--- src/rtl/uart_num_rx.sv ---
// Serial decimal-number receiver: 8N1 UART deserialiser feeding an ASCII integer parser.
// Emits one-cycle strobes for each complete number, each accepted LF, and each error.
`timescale 1ns/1ps

module uart_num_rx #(
  parameter int CLK_FREQ = 100_000_000,
  parameter int BAUD     = 115200,
  parameter int MAX_VAL  = 255
) (
  input  logic        clk,
  input  logic        rst_n,
  input  logic        uart_rx,
  input  logic        i_en,
  output logic        o_num_valid,
  output logic [31:0] o_num_val,
  output logic        o_eol,
  output logic        o_num_err,
  output logic [1:0]  o_err_code
);

  localparam int CPB   = CLK_FREQ / BAUD;
  localparam int HALF  = CPB / 2;
  localparam int CNT_W = $clog2(CPB);

  localparam logic [CNT_W-1:0] BIT_END  = CNT_W'(CPB - 1);
  localparam logic [CNT_W-1:0] HALF_END = CNT_W'(HALF - 1);
  localparam logic [35:0]      MAX_V    = 36'(MAX_VAL);

  localparam logic [1:0] R_IDLE  = 2'd0;
  localparam logic [1:0] R_START = 2'd1;
  localparam logic [1:0] R_DATA  = 2'd2;
  localparam logic [1:0] R_STOP  = 2'd3;

  localparam logic [1:0] P_IDLE = 2'd0;
  localparam logic [1:0] P_NUM  = 2'd1;
  localparam logic [1:0] P_BAD  = 2'd2;

  localparam logic [1:0] ERR_CHAR  = 2'd1;
  localparam logic [1:0] ERR_OVF   = 2'd2;
  localparam logic [1:0] ERR_FRAME = 2'd3;

  // ---------------------------------------------------------------------------
  // Line synchroniser
  // ---------------------------------------------------------------------------
  logic       rx_meta;
  logic       rx_sync;
  logic [1:0] sync_fill;

  // NOTE: sequential state uses non-blocking (<=) so every flop samples the
  // pre-edge value of its neighbours; blocking here would collapse the chain.
  always_ff @(posedge clk or negedge rst_n) begin
    if (!rst_n) begin
      rx_meta   <= 1'b1;
      rx_sync   <= 1'b1;
      sync_fill <= 2'b00;
    end else begin
      rx_meta   <= uart_rx;
      rx_sync   <= rx_meta;
      sync_fill <= {sync_fill[0], 1'b1};
    end
  end

  // ---------------------------------------------------------------------------
  // Receiver FSM
  // ---------------------------------------------------------------------------
  logic [1:0]       r_state;
  logic [CNT_W-1:0] r_cnt;
  logic [2:0]       r_bit;
  logic [7:0]       r_shift;
  logic             r_armed;
  logic             bit_done;
  logic             byte_stb;
  logic             frame_err;

  assign bit_done  = (r_cnt == BIT_END);
  assign byte_stb  = (r_state == R_STOP) && bit_done &&  rx_sync;
  assign frame_err = (r_state == R_STOP) && bit_done && !rx_sync;

  always_ff @(posedge clk or negedge rst_n) begin
    if (!rst_n) begin
      r_state <= R_IDLE;
      r_cnt   <= '0;
      r_bit   <= 3'd0;
      r_shift <= 8'd0;
      r_armed <= 1'b0;
    end else begin
      case (r_state)
        R_IDLE: begin
          r_cnt <= '0;
          r_bit <= 3'd0;
          // The synchroniser's reset value is not a real observation of the
          // line, so arming waits until it has been flushed with live samples.
          if (sync_fill[1]) begin
            if (rx_sync) begin
              r_armed <= 1'b1;
            end else if (r_armed) begin
              r_armed <= 1'b0;
              r_state <= R_START;
            end
          end
        end
        R_START: begin
          if (r_cnt == HALF_END) begin
            r_cnt   <= '0;
            r_state <= rx_sync ? R_IDLE : R_DATA;
          end else begin
            r_cnt <= r_cnt + 1'b1;
          end
        end
        R_DATA: begin
          if (bit_done) begin
            r_cnt   <= '0;
            r_shift <= {rx_sync, r_shift[7:1]};
            r_bit   <= r_bit + 3'd1;
            if (r_bit == 3'd7) r_state <= R_STOP;
          end else begin
            r_cnt <= r_cnt + 1'b1;
          end
        end
        R_STOP: begin
          if (bit_done) begin
            r_cnt   <= '0;
            r_state <= R_IDLE;
          end else begin
            r_cnt <= r_cnt + 1'b1;
          end
        end
        default: r_state <= R_IDLE;
      endcase
    end
  end

  // ---------------------------------------------------------------------------
  // Parser FSM
  // ---------------------------------------------------------------------------
  logic [1:0]  p_state;
  logic [1:0]  p_code;
  logic [31:0] acc;
  logic [35:0] nxt;
  logic        is_digit;
  logic        is_lf;
  logic        is_sep;

  assign is_digit = (r_shift >= 8'h30) && (r_shift <= 8'h39);
  assign is_lf    = (r_shift == 8'h0A);
  assign is_sep   = is_lf || (r_shift == 8'h20) || (r_shift == 8'h0D);
  assign nxt      = {4'd0, acc} * 36'd10 + {32'd0, r_shift[3:0]};

  always_ff @(posedge clk or negedge rst_n) begin
    if (!rst_n) begin
      p_state     <= P_IDLE;
      p_code      <= 2'd0;
      acc         <= 32'd0;
      o_num_valid <= 1'b0;
      o_num_val   <= 32'd0;
      o_eol       <= 1'b0;
      o_num_err   <= 1'b0;
      o_err_code  <= 2'd0;
    end else begin
      o_num_valid <= 1'b0;
      o_num_err   <= 1'b0;
      o_eol       <= 1'b0;
      if (frame_err) begin
        // A framing fault silently discards the token in progress.
        o_num_err  <= 1'b1;
        o_err_code <= ERR_FRAME;
        p_state    <= P_IDLE;
        acc        <= 32'd0;
      end else if (!i_en) begin
        p_state <= P_IDLE;
        acc     <= 32'd0;
      end else if (byte_stb) begin
        if (is_sep) begin
          if (p_state == P_NUM) begin
            o_num_valid <= 1'b1;
            o_num_val   <= acc;
          end else if (p_state == P_BAD) begin
            o_num_err  <= 1'b1;
            o_err_code <= p_code;
          end
          o_eol   <= is_lf;
          acc     <= 32'd0;
          p_state <= P_IDLE;
        end else if (is_digit) begin
          if (p_state != P_BAD) begin
            if (nxt > MAX_V) begin
              p_state <= P_BAD;
              p_code  <= ERR_OVF;
            end else begin
              acc     <= nxt[31:0];
              p_state <= P_NUM;
            end
          end
        end else if (p_state != P_BAD) begin
          p_state <= P_BAD;
          p_code  <= ERR_CHAR;
        end
      end
    end
  end

endmodule

--- config.mk ---
export PLATFORM = sky130hd
export DESIGN_NAME = uart_num_rx
export DESIGN_NICKNAME = d
export VERILOG_FILES = /design/src/rtl/uart_num_rx.sv
export SDC_FILE = /design/constraint.sdc
export NUM_CORES = 1
export LEC_CHECK = 0
export CORE_UTILIZATION = 58
export DETAILED_ROUTE_END_ITERATION = 10
export GPL_TIMING_DRIVEN = 0
export PLACE_DENSITY = 0.83
export SLEW_MARGIN = 20
export SYNTH_ARGS = -nofsm -noshare
export SYNTH_HDL_FRONTEND = slang
export SYNTH_SLANG_ARGS = --single-unit
--- constraint.sdc ---
create_clock -name clk -period 5.4 [get_ports clk]
set_input_delay 1.08 -clock clk [delete_from_list [all_inputs] [get_ports clk]]
set_output_delay 1.08 -clock clk [all_outputs]
set_load 0.02 [all_outputs]
==> impl_metrics.env <==
export IMPL_track_usage_pct=29.93
export IMPL_grt_overflow=0
export IMPL_port_buffers=40
export IMPL_critPathKind="flop to flop"
export IMPL_fin_nets=906
export IMPL_setup_viol=0
export IMPL_cp_start_kind="flop"
export IMPL_dp_slack_ns=-0.6663
export IMPL_synth_top_area_cell="dfrtp_1"
export IMPL_h_tree_depth=3
export IMPL_cp_cell_sequence="ha_1 -> ha_4 -> fa_2 -> a211oi_4 -> nor2_2 -> or4_4 -> or3_4 -> nor3_4 -> nand4_1 -> or4_4 -> or4b_1 -> a22oi_2 -> nand4_1 -> buf_4 -> a21oi_4 -> buf_6 -> o22ai_1"
export IMPL_antenna_left=0
export IMPL_yosys_most_used_dff="dfrtp_1"
export IMPL_crit_fanout=5
export IMPL_end_kind="flop"
export IMPL_wl_per_cell_um=19.19
export IMPL_avgSynthCellArea_um2=9.358
export IMPL_cts_buffers_inserted=9
export IMPL_place_gp_congestion=0.8707
export IMPL_synthesis_nets=839
export IMPL_crit_family="simple AND/OR/NAND/NOR gates"
export IMPL_instances_no_fill=985
export IMPL_async_flop_share_pct=100.0
export IMPL_max_stage_delay_ns=0.55
export IMPL_syn_area_um2=7168
export IMPL_vias=6246
export IMPL_clock_skew_final_ns=0.009439
export IMPL_crit_required_ns=5.62
export IMPL_num_io_pins=41
export IMPL_vdd_drop_max_v=0.0002414
export IMPL_die_area_um2=12810
export IMPL_yosysMostFrequentCell="dfrtp_1"
export IMPL_synth_enable_flop_cells=0
export IMPL_power_static_leakage_nw=3.844
export IMPL_grt_pass1_wl_um=30230
export IMPL_clock_latency_ns=0.35
export IMPL_fin_setup_tns_ns=0
export IMPL_clkTransAtPathRegs_ns=0.07
export IMPL_first_global_vias=6067
export IMPL_cts_tree="built"
export IMPL_top_usage_layer="met2"
export IMPL_cts_hold_buffers_added=0
export IMPL_max_slew_margin_rel_pct=45.60
export IMPL_power_density_nw_per_um2=183.3
export IMPL_ys_top_cells_by_count="99 x dfrtp_1, 67 x ha_1, 59 x nand2_1"
export IMPL_final_cell_area_um2=8387
export IMPL_place_area_um2=7787
export IMPL_worst_pin_slew_ns=0.8093
export IMPL_hold_class="flop to flop"
export IMPL_finalCritPeriodShare_pct=97.70
export IMPL_status="completed"
export IMPL_cts_sinks=101
export IMPL_die_w_um=113.2
export IMPL_drc=0
export IMPL_crit_buf_inv=2
export IMPL_timing_fmax_ghz=0.1895
export IMPL_dr_pass1_iters=5
export IMPL_rows=40
export IMPL_yosysWarnings=0
export IMPL_post_place_cells=954
export IMPL_hpwl_um=13870
export IMPL_grtUsageMet2_pct=49.20
export IMPL_finalHoldViolCount=0
export IMPL_grt_util_met3_pct=3.910
export IMPL_synth_seq_area_share_pct=35.29
export IMPL_whs_ns=0.3571
export IMPL_ys_seq_elements=101
export IMPL_vias_per_cell=6.341
export IMPL_fin_ws_ns=0.1240
export IMPL_slew_viol_final=0
export IMPL_yosys_area_top_type_share_pct=34.56
export IMPL_clockBufferDepth=2
export IMPL_period_minus_slack_ns=5.276
export IMPL_diodes=0
export IMPL_drtIter0Drc=417
export IMPL_antenna_found_initial=0
export IMPL_use_met1_pct=40.64
export IMPL_grt_max_degree=77
export IMPL_drt_wl_total_um=18910
export IMPL_root_buffer="clkbuf_16"
export IMPL_area_delta_synth_final_pct=17.00
export IMPL_cap_violations=0
export IMPL_cp_arrival_ns=5.49
export IMPL_synth_distinct_cells=75
export IMPL_syn_inst=766
export IMPL_drive_above_1_share_pct=15.63
export IMPL_start_util_pct=59.68
export IMPL_synthTopCellsByArea="dfrtp_1 35%, ha_1 12%, mux2_2 6.9%"
export IMPL_fp_dieH_um=113.2
export IMPL_fillers=850
export IMPL_design_core_area_um2=12010
export IMPL_crit_slowest_cell="or4b_1"
cells in the final DEF, fill, tap and decap left out, types with 6 or more instances in the layout:
cell type,instances
and2_1,8
a21o_1,14
o22ai_1,10
clkbuf_1,16
a22o_1,7
nand4_1,29
o21ai_0,34
xnor2_1,17
ha_1,65
a21oi_1,39
o21ai_1,6
clkbuf_16,9
xor2_1,15
inv_1,22
nor4_1,9
o21a_1,7
nor3_1,14
nand3_1,26
nand2_1,58
buf_4,17
dfrtp_1,96
and3_1,10
o211ai_1,10
mux2_2,44
clkdlybuf4s50_1,39
or3_1,6
a211oi_1,8
nor2_1,55
nor2b_1,28
power breakdown:
| group | total, mW | switching (mW) | internal [mW] |
|---|---|---|---|
| Clock | 0.646 | 0.284 | 0.363 |
| Combinational | 0.102 | 0.0702 | 0.0322 |
| Sequential | 0.788 | 0.0138 | 0.775 |
| Total | 1.54 | 0.368 | 1.17 |
timing repair:
item,in CTS,in global routing
gates resized for setup,12,32
pin swaps,6,16
buffers inserted,3,14
setup endpoints to repair,36,36
gates cloned,0,1
hold endpoints to repair,0,0
kinds of logic after synthesis:
kind of cell	share of synthesized area [%]
AO/OA/AOI/OAI	17.11
XOR/XNOR	4.154
adder cells (fa/ha/maj)	12.25
buffers and inverters	2.653
flip-flops	35.29
multiplexers	7.192
other	0.05231
AND/OR/NAND/NOR	21.30
state kept, by name, indices dropped and copies added (netlist names), named ones only:
| signal | cells |
|---|---|
| acc | 32 |
| o_eol | 1 |
| o_err_code | 2 |
| o_num_err | 1 |
| o_num_val | 32 |
| o_num_valid | 1 |
| p_code | 2 |
| p_state | 2 |
| r_armed | 1 |
| r_bit | 3 |
| r_cnt | 10 |
| r_shift | 8 |
| r_state | 1 |
| rx_meta | 1 |
| rx_sync | 1 |
| sync_fill | 2 |
layout make-up:
type / count / area, um^2 / area share, %
multi-input combinational: 619 / 4614 / 55.02
sequential: 101 / 2534 / 30.21
timing repair buffer: 59 / 568.0 / 6.773
clock buffer: 10 / 229.0 / 2.730
tap: 147 / 183.9 / 2.193
buffer: 21 / 105.1 / 1.253
inverter: 22 / 82.58 / 0.9846
clock inverter: 6 / 70.07 / 0.8354
path summary, 6_finish.rpt:
check | slack, ns | end | startpoint | depth (start not counted)
hold reg to reg | 0.36 | rx_sync | rx_meta | 0
min in group asynchronous | 0.59 | o_num_val[11] | rst_n | 1
max in group asynchronous | 4.16 | rx_meta | rst_n | 2
setup / recovery | 0.12 | acc[6] | acc[2] | 17
setup reg to reg | 0.12 | acc[6] | acc[2] | 17
hold / removal | 0.36 | rx_sync | rx_meta | 0
per-layer routing:
layer | routed length [um] | share of wire [%]
met1 | 8427 | 45
met5 | 0 | 0
met2 | 9289 | 49
met4 | 397 | 2.1
met3 | 790 | 4.2
through the flow:
stage	power [mW]	utilization (%)
after floorplan	0.8608	-
after global placement	0.8921	64.54
after detailed placement	0.9007	64.83
after CTS	1.546	67.99
after global routing	1.597	69.82
final	1.537	69.82
No activity file was read; power rests on OpenSTA's default activity.
